`src/rtl/mult_div_pkg.sv`:
```
// -----------------------------------------------------------------------------
// mult_div_pkg
// Shared definitions for the iterative multiply/divide unit: FSM state
// encoding, operation encodings and datapath/iteration constants.
// -----------------------------------------------------------------------------
package mult_div_pkg;

   localparam int WIDTH  = 32;
   localparam int N_ITER = 32;
   localparam int CNT_W  = 6;

   // Counter value seen on the final iteration edge (E32).
   localparam logic [CNT_W-1:0] CNT_LAST = CNT_W'(N_ITER - 1);

   localparam logic OP_MULT = 1'b0;
   localparam logic OP_DIV  = 1'b1;

   typedef enum logic [1:0] {
      IDLE = 2'd0,
      MULT = 2'd1,
      DIV  = 2'd2,
      DONE = 2'd3
   } state_t;

endpackage

```
`src/rtl/mult_div.sv`:
```
// -----------------------------------------------------------------------------
// mult_div
// Iterative 32-bit signed multiply / divide unit.
//   MULT : signed radix-2 Booth, 32 steps, 65-bit accumulator {hi, lo, q-1}.
//   DIV  : restoring division on magnitudes, 32 steps, signs fixed at the end
//          (quotient truncates toward zero, remainder takes the sign of a).
//
// Ports
//   clk       in   rising-edge clock
//   reset     in   asynchronous, active-low reset
//   start     in   operation request, honoured only in IDLE
//   op        in   0 = MULT, 1 = DIV, sampled with start
//   a, b      in   32-bit operands (rs, rt)
//   hi        out  MULT product[63:32] / DIV remainder
//   lo        out  MULT product[31:0]  / DIV quotient
//   busy      out  high while iterating (MULT or DIV state)
//   done      out  one-cycle pulse, hi/lo valid from this cycle on
//   div_zero  out  one-cycle pulse with done when DIV was issued with b == 0
// -----------------------------------------------------------------------------
module mult_div
   import mult_div_pkg::*;
(
   input  logic             clk,
   input  logic             reset,
   input  logic             start,
   input  logic             op,
   input  logic [WIDTH-1:0] a,
   input  logic [WIDTH-1:0] b,
   output logic [WIDTH-1:0] hi,
   output logic [WIDTH-1:0] lo,
   output logic             busy,
   output logic             done,
   output logic             div_zero
);

   // Two's-complement magnitude; 0x80000000 maps to 2^31 read as unsigned.
   function automatic logic [WIDTH-1:0] magnitude(input logic signed [WIDTH-1:0] v);
      return v[WIDTH-1] ? (~v + 1'b1) : v;
   endfunction

   function automatic logic [WIDTH-1:0] apply_sign(input logic [WIDTH-1:0] mag,
                                                   input logic neg);
      return neg ? (~mag + 1'b1) : mag;
   endfunction

   // Control state
   state_t           state_q, state_d;
   logic [CNT_W-1:0] cnt_q;
   logic             dz_q;
   logic             accept;
   logic             last_iter;

   // Datapath state (no reset needed: always loaded on accept)
   logic signed [WIDTH-1:0] mcand_q;
   logic [2*WIDTH:0]        acc_q;      // {hi[64:33], lo[32:1], q-1[0]}
   logic [WIDTH-1:0]        rem_q;
   logic [WIDTH-1:0]        quo_q;
   logic [WIDTH-1:0]        dvsr_q;
   logic                    q_neg_q;
   logic                    r_neg_q;

   // Step results
   logic signed [WIDTH:0]   hi_ext;
   logic signed [WIDTH:0]   mcand_ext;
   logic signed [WIDTH:0]   booth_sum;
   logic [2*WIDTH:0]        booth_next;
   logic [WIDTH:0]          rem_shift;
   logic                    rem_ge;
   logic [WIDTH-1:0]        rem_next;
   logic [WIDTH-1:0]        quo_next;
   logic [WIDTH-1:0]        q_final;
   logic [WIDTH-1:0]        r_final;

   assign accept    = (state_q == IDLE) && start;
   assign last_iter = (cnt_q == CNT_LAST);
   assign div_zero  = done && dz_q;

   // Booth step. The add is done one bit wider than hi so that the
   // extreme operand -2^31 cannot overflow; the extra sign bit is exactly
   // what the arithmetic right shift moves into hi[31].
   always_comb begin
      hi_ext    = $signed({acc_q[2*WIDTH], acc_q[2*WIDTH:WIDTH+1]});
      mcand_ext = $signed({mcand_q[WIDTH-1], mcand_q});
      booth_sum = hi_ext;
      case (acc_q[1:0])
         2'b01:   booth_sum = hi_ext + mcand_ext;
         2'b10:   booth_sum = hi_ext - mcand_ext;
         default: booth_sum = hi_ext;
      endcase
      // {sum, lo} shifted right by one drops q-1 and keeps the 65-bit layout.
      booth_next = {booth_sum, acc_q[WIDTH:1]};
   end

   // Restoring division step. The partial remainder stays below the
   // divisor (<= 2^31), so it always fits back into 32 bits.
   always_comb begin
      rem_shift = {rem_q, quo_q[WIDTH-1]};
      rem_ge    = (rem_shift >= {1'b0, dvsr_q});
      rem_next  = rem_ge ? WIDTH'(rem_shift - {1'b0, dvsr_q})
                         : rem_shift[WIDTH-1:0];
      quo_next  = {quo_q[WIDTH-2:0], rem_ge};
      q_final   = apply_sign(quo_next, q_neg_q);
      r_final   = apply_sign(rem_next, r_neg_q);
   end

   // Next-state and status outputs
   always_comb begin
      state_d = state_q;
      busy    = 1'b0;
      done    = 1'b0;
      case (state_q)
         IDLE: begin
            if (start) state_d = (op == OP_DIV) ? DIV : MULT;
         end
         MULT: begin
            busy = 1'b1;
            if (last_iter) state_d = DONE;
         end
         DIV: begin
            busy = 1'b1;
            // A zero divisor leaves after the first edge without iterating.
            if (dz_q || last_iter) state_d = DONE;
         end
         DONE: begin
            done    = 1'b1;
            state_d = IDLE;
         end
         default: state_d = IDLE;
      endcase
   end

   // Control registers and the architectural result
   always_ff @(posedge clk or negedge reset) begin
      if (!reset) begin
         state_q <= IDLE;
         cnt_q   <= '0;
         dz_q    <= 1'b0;
         hi      <= '0;
         lo      <= '0;
      end else begin
         state_q <= state_d;
         if (accept) begin
            cnt_q <= '0;
            dz_q  <= (op == OP_DIV) && (b == '0);
         end else if (busy && !last_iter) begin
            cnt_q <= cnt_q + 1'b1;
         end
         // hi/lo change only on the edge that enters DONE with a real result.
         if (state_q == MULT && last_iter) begin
            {hi, lo} <= booth_next[2*WIDTH:1];
         end else if (state_q == DIV && last_iter && !dz_q) begin
            hi <= r_final;
            lo <= q_final;
         end
      end
   end

   // Iteration datapath
   always_ff @(posedge clk) begin
      if (accept) begin
         mcand_q <= a;
         acc_q   <= {{WIDTH{1'b0}}, b, 1'b0};
         rem_q   <= '0;
         quo_q   <= magnitude(a);
         dvsr_q  <= magnitude(b);
         q_neg_q <= a[WIDTH-1] ^ b[WIDTH-1];
         r_neg_q <= a[WIDTH-1];
      end else if (state_q == MULT) begin
         acc_q <= booth_next;
      end else if (state_q == DIV) begin
         rem_q <= rem_next;
         quo_q <= quo_next;
      end
   end

endmodule

```
`config.mk`:
```
export PLATFORM = sky130hd
export DESIGN_NAME = mult_div
export DESIGN_NICKNAME = d
export VERILOG_FILES = /design/src/rtl/mult_div_pkg.sv /design/src/rtl/mult_div.sv
export SDC_FILE = /design/constraint.sdc
export NUM_CORES = 1
export LEC_CHECK = 0
export ABC_CLOCK_PERIOD_IN_PS = 5620
export CORE_ASPECT_RATIO = 0.5
export CORE_MARGIN = 3
export CORE_UTILIZATION = 59
export CTS_BUF_LIST = sky130_fd_sc_hd__clkbuf_2 sky130_fd_sc_hd__clkbuf_4 sky130_fd_sc_hd__clkbuf_8
export DETAILED_ROUTE_END_ITERATION = 7
export DONT_BUFFER_PORTS = 1
export PLACE_DENSITY_LB_ADDON = 0.08
export SYNTH_ARGS = -nofsm -noshare
export SYNTH_HDL_FRONTEND = slang
export SYNTH_SLANG_ARGS = --single-unit
export TNS_END_PERCENT = 50
```
`constraint.sdc`:
```
create_clock -name clk -period 5.62 [get_ports clk]
set_clock_uncertainty 0.2 [all_clocks]
set_input_delay 1.686 -clock clk [delete_from_list [all_inputs] [get_ports clk]]
set_output_delay 1.686 -clock clk [all_outputs]
set_load 0.02 [all_outputs]
```
# Word level (Yosys, flattened, before mapping)

Cells that the tools add are included.

Bits in registers: 268
Bits of input ports: 68
Output and inout port bits: 67
Word-level logic and storage cells: 83

Add/subtract/negate cells: 8
Order comparisons: 1
Equality and inequality tests: 10
Multiplexer cells: 24
Bitwise gates (word level): 6
Reduce and logical (&&, ||, !) cells: 20

Operators with widths:

| cell                  | count |
|---|---|
| $mux 32               | 11 |
| $add 32x1->32 const B | 4 |
| $not 32->32           | 4 |
| $mux 33               | 2 |
| $pmux 33 s2           | 1 |
| $add 32x32->33        | 1 |
| $ge 33x32->1          | 1 |
| $sub 32x32->33        | 1 |
| $logic_not 32->1      | 1 |
| $sub 32x32->32        | 1 |
| $mux 31               | 1 |
| $mux 6                | 2 |
| $mux 2                | 4 |
| $ne 2x2->1 const B    | 4 |
| $pmux 2 s4            | 1 |
| $reduce_bool 2->1     | 4 |
| $logic_and 1x1->1     | 7 |
| $add 6x1->6 const B   | 1 |
| $eq 2x2->1 const B    | 3 |
| $eq 6x5->1 const B    | 1 |
| $eq 2x1->1 const B    | 2 |
| $reduce_and 2->1      | 2 |
| $reduce_and 3->1      | 1 |
| $logic_not 1->1       | 2 |
| other kinds (6)       | 7 |

# Logic depth before layout (Yosys ltp)

Gate-level depths: netlist (run 1).

Word-level depth: 7
Gate-level depth with buffers: 25
Gate-level depth less buffers: 20

# Worst setup path before layout (run 1)

No wires, ideal clock.

Path type: reg-to-reg
From: register rem_q[5]
To: register hi[28]
Library setup time: 0.077 ns
Arrival time: 5.508 ns
Slack: -0.164 ns
Cell stages (with the launch flop): 22
Period minus slack after synthesis: 5.784 ns
Path through: dfxtp_1 -> ha_1 -> clkbuf_1 -> and3_1 -> nand3_1 -> o21a_1 -> o21ai_0 -> o211ai_2 -> nand2_1 -> clkbuf_1 -> buf_1 -> buf_1 -> mux2i_1 -> ha_1 -> nand3b_1 -> or4_1 -> a222oi_1 -> o211ai_2 -> o41ai_2 -> xor2_1 -> o21ai_1 -> o21ai_1

Word-level cells in the longest chain between the ends: 7
Elaborated cells on any way between the ends: 8

Ends and longest elaborated chain:

| element                                        | line                           | text |
|---|---|---|
| start: declaration                             | mult_div.sv:56                 | `logic [WIDTH-1:0] rem_q;` |
| start signal: assignment                       | mult_div.sv:171                | `rem_q <= rem_next;` |
| $sub 32x32->32 or $ge 33x32->1 (tied branches) | mult_div.sv:99, mult_div.sv:98 |  |
| $mux 32 (*)                                    | mult_div.sv:99                 | `rem_next = rem_ge ? WIDTH'(rem_shift - {1'b0, dvsr_q})` |
| $not 32->32                                    | mult_div.sv:43                 | `return neg ? (~mag + 1'b1) : mag;` |
| $add 32x1->32                                  | mult_div.sv:43                 |  |
| $mux 32 (*)                                    | mult_div.sv:43                 |  |
| $mux 32 (*)                                    | mult_div.sv:151                | `end else if (state_q == DIV && last_iter && !dz_q) begin` |
| $mux 32 (*)                                    | mult_div.sv:149                | `if (state_q == MULT && last_iter) begin` |
| end signal: assignment                         | mult_div.sv:150                | `{hi, lo} <= booth_next[2*WIDTH:1];` |
| end signal: assignment                         | mult_div.sv:152                | `hi <= r_final;` |
| end: declaration                               | mult_div.sv:29                 | `output logic [WIDTH-1:0] hi,` |

Every way passes the cells marked *; elsewhere a longest branch is shown, timed or not. The select of a mux whose other input is x is not followed.
A chain may end at the register's enable or synchronous reset.

# Worst setup path in the final report (run 1)

Same ends and word-level chain as after synthesis.

==> results of run 1 <==
[metal layers]
| layer | track usage, % | share of wire (%) |
|---|---|---|
| met5 | 0 | 0.12 |
| met4 | 8.93 | 2.5 |
| met3 | 9.31 | 11 |
| met2 | 46.0 | 40 |
| met1 | 52.6 | 46 |
[critical path: stages (launching register included)]
cell and delay, ns:
dfxtp_1 0.50, ha_1 0.30, a21oi_1 0.27, o21ai_1 0.18, a2111oi_2 0.46, nor2_1 0.19
o211ai_2 0.25, nand2_2 0.17, mux2i_1 0.29, ha_1 0.26, nand3b_1 0.17, or4_1 0.46
a222oi_1 0.26, buf_4 0.19, o211ai_2 0.18, o41ai_2 0.42, xor2_1 0.18, o21ai_1 0.07
o21ai_1 0.14
[worst max path at each step]
stage	end	cells past startpoint	slack (ns)	startpoint
2_1_floorplan	hi[28]$_DFFE_PN0P_	21	0.12	rem_q[5]$_SDFFE_PP0P_
3_3_place_gp	hi[30]$_DFFE_PN0P_	17	0.30	mcand_q[8]$_DFFE_PP_
3_5_place_dp	hi[30]$_DFFE_PN0P_	17	0.20	mcand_q[8]$_DFFE_PP_
4_1_cts	hi[30]$_DFFE_PN0P_	17	0.17	mcand_q[8]$_DFFE_PP_
5_1_grt	hi[28]$_DFFE_PN0P_	18	0.001	rem_q[5]$_SDFFE_PP0P_
6_report	hi[28]$_DFFE_PN0P_	18	0.43	rem_q[5]$_SDFFE_PP0P_
[synthesized netlist by cell type (23+ instances only)]
cell type	instances	area (um^2)
a31oi_1	24	150
xnor2_1	126	1100
mux2i_1	37	370
o31ai_1	48	360
nor3_1	29	145
nand2_1	321	1200
nand3_1	50	250
or3_1	32	200
edfxtp_1	129	3870
dfxtp_1	65	1300
o22ai_1	30	188
a211oi_1	38	285
o21ai_0	193	966
a21o_1	31	233
or4_1	23	173
xor2_1	82	718
dfrtp_1	73	1830
a21oi_1	111	556
clkbuf_1	100	375
ha_1	76	951
nor2_1	154	578
inv_1	69	259
[metrics by stage]
step	total power [uW]	cell area, um^2
finish	13200	19200
detailed placement	11300	18400
global route	14100	19200
floorplan	8930	18000
CTS	13000	19200
global placement	11300	18400
[area by class of cell]
class	instances	area, um^2	area share [%]
multi-input combinational	1647	10400	54.1
inverter	71	272	1.41
clock buffer	56	683	3.56
sequential	267	7000	36.5
clock inverter	16	111	0.580
tap	391	489	2.55
timing repair buffer	35	263	1.37
[state kept, by name (all words and copies together), names as in the netlist]
name	cells
rem_q	32
dz_q	1
quo_q	32
dvsr_q	32
state_q	2
lo	32
mcand_q	32
hi	32
cnt_q	6
q_neg_q	1
acc_q	65
[cells by family after synthesis]
| kind of cell | count (synthesis) | synth area share, % |
|---|---|---|
| buf+inv | 185 | 3.90 |
| fa+ha+maj | 78 | 5.50 |
| flops | 267 | 38.9 |
| compound gates | 600 | 21.1 |
| mux | 40 | 2.24 |
| xor+xnor | 208 | 10.1 |
| simple gates | 721 | 18.3 |
[timing repair]
action / in CTS / in global routing
setup endpoints to repair: 0 / 9
buffers inserted: 0 / 1
gates resized for setup: 0 / 3
[layout by cell type (no fill, tap or decap), types with 12 or more instances in the layout]
cell      Yosys  layout
nor2b_1      14      14
o31ai_1      48      48
a21o_1       31      31
xor2_1       82      82
or4_1        23      23
nand2b_1     18      18
a31oi_1      24      24
dfxtp_1      65      65
mux2i_1      37      37
xnor2_1     126     126
nor4_1       15      14
ha_1         76      73
or3_1        32      32
nor3_1       29      28
o41ai_1      19      19
clkbuf_8      0      42
o22ai_1      30      30
dfrtp_1      73      73
o211ai_1     12      12
a211oi_1     38      38
a21oi_1     111     110
o21ai_0     193     193
clkbuf_4      0      14
and2_1       12      12
buf_4         0      35
nor2_1      154     152
nand3_1      50      50
edfxtp_1    129     129
nand4_1      13      13
nand2_1     321     319
inv_1        69      69
[power by group through the flow]
stage	combinational, uW	clock [uW]	sequential (uW)
floorplan	5710	0	3220
global placement	7860	0	3400
detailed placement	7860	0	3420
CTS	7910	1670	3380
global route	8840	1750	3470
finish	8140	1660	3410
==> impl_results.md, run 1 <==
- Min setup slack post-route: 0.426 ns
- Synth Cell Area: 18000 um^2
- Port bufs: 0
- Slew Limit Headroom: 22.4%
- Worst reg2reg setup slack: 0.43 ns
- Synth async-reset ratio: 27.3%
- Final Net Count: 2207
- RD Place Congestion: 0.957
- Synthesized instance count: 2099
- Ratio of cells with drive above 1 in the final layout: 6.69%
- Gate power share: 61.6%
- CP Capture Type: flip-flop
- Fin Setup TNS: 0 ns
- Placed cells: 2410
- Die Area: 32800 um^2
- Hold depth: 2
- Final setup vio count: 0
- Final Max Slew Viols: 0
- Initial core utilization: 61.1%
- DRC Markers: 0
- Root Driver: clkbuf_8
- Rows: 44
- Largest net degree at the start of global routing: 100
- Switching Fraction: 50.2%
- Routed WL per cell: 22.9 um
- Crit Path Max Fanout: 8
- Ys flop type: edfxtp_1
- Hold Path Origin: acc_q[35]$_SDFFE_PP0P_
- Reg power frac: 25.8%
- DR iter-0 viols: 1890
- Via count: 16000
- Leak: 0.00775 uW
- Number of hold buffers added after CTS: 0
- Clock tree buffer depth: 3
- Syn nets: 2245
- Worst min-delay path class: reg2reg
- # fillers: 2558
- Hold WS: 0.293 ns
- Vias per std cell: 6.46
- First-pass GRT wire length: 85000 um
- H-tree depth: 2
- Post-layout util: 65.1%
- Switching power: 6620 uW
- Crit path time final: 5.19 ns
- Reg2reg end: hi[28]$_DFFE_PN0P_
- Avg Cell Area, Syn: 8.59 um^2
- First drt pass iteration count: 6
- Dpl hpwl: 42900 um
- Worst-path clk slew: 0.08 ns
- Post-synthesis sequential area ratio: 38.9%
- Status: completed
- Worst path arrival time: 5.47 ns
- Routed wire length: 56800 um
- CP startpoint kind: flip-flop
- Yosys reg bits: 267
- Vias in the first global route: 14100
- Total GRT Usage: 33.9%
- Post-synth EDFFs: 129
- Measured slew at the worst slew-check pin: 1.16 ns
- Pre-CTS setup slack: 0.195 ns
- Worst Reg-to-Reg Cells: 18
- Unrepaired setup endpoints after global routing: false
- I/O pins: 135
- CP required: 5.90 ns
- Initial antenna violation count: 5
- Clk_lat worst skew: 0.59 ns
- CTS buffer count: 39
- P_int: 6580 uW
- Final std cells w/o fill: 2483
- CTS tree: built
- Fmax: 193 MHz
- Die height: 130 um
- R2r startpoint: rem_q[5]$_SDFFE_PP0P_
- Worst Hold End: acc_q[35]$_SDFFE_PP0P_
- Cell Pwr Density: 688 nW/um^2
- ANT cells: 0
- GR Overflow Total: 0
- Max Cap Viol: 0
- Clock Power Share: 12.6%
- Area delta synth->final: 6.52%
- Final hold vios: 0
- Clk sinks: 267
- Die width: 253 um
- Yosys cell types: 80
- YS warnings: 0
- Final ANT Viol Nets: 0
- Max VDD drop: 0.000308 V
- Fin crit share: 92.4%
- Kind of critical path: reg2reg
- Core ar.: 29500 um^2
Power figures use the tool's default switching activity.
==> inputs of run 2 (changes only) <==
--- a/config.mk
+++ b/config.mk
@@ -13,6 +13,7 @@
 export DETAILED_ROUTE_END_ITERATION = 7
 export DONT_BUFFER_PORTS = 1
 export PLACE_DENSITY_LB_ADDON = 0.08
+export SETUP_SLACK_MARGIN = 0.3
 export SYNTH_ARGS = -nofsm -noshare
 export SYNTH_HDL_FRONTEND = slang
 export SYNTH_SLANG_ARGS = --single-unit
==> impl_results.md, run 2 (synthesized netlist as in run 1, its figures left out) <==
- Status: completed
- Crit path time final: 5.02 ns (-0.178 ns)
- Kind of critical path: reg2reg
- Measured slew at the worst slew-check pin: 1.17 ns (+0.0143 ns)
- Final ANT Viol Nets: 0 (unchanged)
- CP cell instances: ha_2 > nand4_1 > nor4_2 > nand4_1 > o21a_1 > and2_1 > nand2_4 > mux2i_2 > ha_1 > nand3b_1 > or4_1 > a222oi_1 > buf_4 > o211ai_2 > o41ai_2 > xor2_1 > o21ai_1 > o21ai_1
- I/O pins: 135 (unchanged)
- Ratio of cells with drive above 1 in the final layout: 7.13% (+0.43 points)
- Post-layout util: 65.3% (+0.28 points)
- ANT cells: 0 (unchanged)
- Routed WL per cell: 22.5 um (-1.6%)
- Leak: 0.00777 uW (+0.26%)
- Die Area: 32800 um^2 (unchanged)
- Area delta synth->final: 6.97%
- Dpl hpwl: 42100 um (-1.9%)
- Root Driver: clkbuf_8
- Clk_lat worst skew: 0.57 ns (-0.02 ns)
- Slew Limit Headroom: 21.5% (-0.95 points)
- Max incr delay on CP: 0.47 ns (-0.03 ns)
- Clk sinks: 267 (unchanged)
- # fillers: 2512 (-1.8%)
- CP Capture Type: flip-flop
- Area of the multi-input gates: 10400 um^2 (+0.64%)
- Cell Pwr Density: 684 nW/um^2 (-0.57%)
- CP required: 5.91 ns (about the same)
- Worst min-delay path class: reg2reg
- Fin crit share: 89.3% (-3.2 points)
- Min setup slack post-route: 0.603 ns (+0.178 ns)
- Max Cap Viol: 0 (unchanged)
- Worst Path Buf+Inv: 1 (unchanged)
- Sequential cell area: 7000 um^2 (about the same)
- First drt pass iteration count: 6 (unchanged)
- Final Max Slew Viols: 0 (unchanged)
- Placed cells: 2404 (-0.25%)
- Total GRT Usage: 33.3% (-0.64 points)
- GR Overflow Total: 0 (unchanged)
- H-tree depth: 2 (unchanged)
- Final hold vios: 0 (unchanged)
- Die height: 130 um (unchanged)
- CP max stage cell: ha_2
- Most common cell after layout, fill and taps aside: nand2_1
- Rows: 44 (unchanged)
- Max VDD drop: 0.000301 V (-2.4%)
- Final setup vio count: 0 (unchanged)
- CP startpoint kind: flip-flop
- Crit Path Max Fanout: 11 (+3)
- Top reg by flops: acc_q
- Unrepaired setup endpoints after global routing: true
- Final std cells w/o fill: 2482 (-0.040%)
- Initial antenna violation count: 1 (-4)
- Port bufs: 0 (unchanged)
- Worst-path clk slew: 0.07 ns (about the same)
- Final Net Count: 2205 (-0.091%)
- Worst path arrival time: 5.31 ns (-0.16 ns)
- DR iter-0 viols: 1858 (-1.7%)
- RD Place Congestion: 0.972 (+1.6%)
- CTS buffer count: 40 (+2.6%)
- First-pass GRT wire length: 84200 um (-0.86%)
- Core ar.: 29500 um^2 (unchanged)
- Via count: 16200 (+0.80%)
- Largest register FFs: 65 (unchanged)
- Clock tree buffer depth: 3 (unchanged)
- CTS tree: built
- Critical path's top delay family: simple AND/OR/NAND/NOR gates
- Routed wire length: 55900 um (-1.6%)
- Vias per std cell: 6.51 (+0.85%)
- Largest net degree at the start of global routing: 106 (+6.0%)
- Overall power: 13200 uW (-0.15%)
- Commonest non-fill, non-tap cells in the layout: 319 x nand2_1, 191 x o21ai_0, 152 x nor2_1, 129 x edfxtp_1, 126 x xnor2_1
- Fmax: 199 MHz (+3.5%)
- Vias in the first global route: 14000 (-0.13%)
- DRC Markers: 0 (unchanged)
- Fin Setup TNS: 0 ns (unchanged)
- Pre-CTS setup slack: 0.121 ns (-0.0737 ns)
- Die width: 253 um (unchanged)
- Number of hold buffers added after CTS: 0 (unchanged)
- Initial core utilization: 61.1% (unchanged)
## run 2: worst paths after layout
kind,startpoint,to,slack [ns],cells past startpoint
worst max-delay path,rem_q[8]$_SDFFE_PP0P_,hi[28]$_DFFE_PN0P_,0.60,18
worst min-delay path,acc_q[43]$_SDFFE_PP0P_,acc_q[43]$_SDFFE_PP0P_,0.29,2
worst max register to register,rem_q[8]$_SDFFE_PP0P_,hi[28]$_DFFE_PN0P_,0.60,18
worst min register to register,acc_q[43]$_SDFFE_PP0P_,acc_q[43]$_SDFFE_PP0P_,0.29,2
max in group asynchronous,reset,hi[9]$_DFFE_PN0P_,4.50,0
min in group asynchronous,reset,lo[24]$_DFFE_PN0P_,0.60,0
## run 2: layout make-up
cell class | instances | area share, %
Multi-Input combinational cell | 1647 | 54.2
Inverter | 71 | 1.41
Sequential cell | 267 | 36.3
Tap cell | 391 | 2.54
Clock inverter | 15 | 0.519
Clock buffer | 59 | 3.79
Timing Repair Buffer | 32 | 1.25
## run 2: stage by stage
stage	cell area, um^2	hold slack, ns
3_3_place_gp	18300	0.277
4_1_cts	19200	0.290
5_1_grt	19300	0.311
6_report	19300	0.294
2_1_floorplan	18000	0.258
3_5_place_dp	18300	0.280
## run 2: per-layer routing
metal	up-vias	global-route usage, %	share of wire, %
met5	-	0	0
met2	848	45.0	40
met3	91	9.21	12
met1	7705	51.8	46
met4	0	8.49	2.5
li1	7516	-	-
## run 2: report_power, final
group	switching [uW]	internal, uW	total (uW)	leakage (uW)
logic	5160	2900	8060	0.00455
registers	597	2820	3420	0.00278
clock network	814	885	1700	0.000434
## run 2: worst min-delay path, delay by kind of cell, from the launching register on
family | cells | cell delay [ns]
and+or+nand+nor | 1 | 0.07
DFF | 1 | 0.33
AOI/OAI and AO/OA | 1 | 0.05
## run 2: what timing repair did
item,CTS,global route
resized for setup,2,15
endpoints found under the setup margin,7,16
endpoints found under the hold margin,0,0
gates cloned,0,0
setup buffers,2,2
pin swaps,1,1
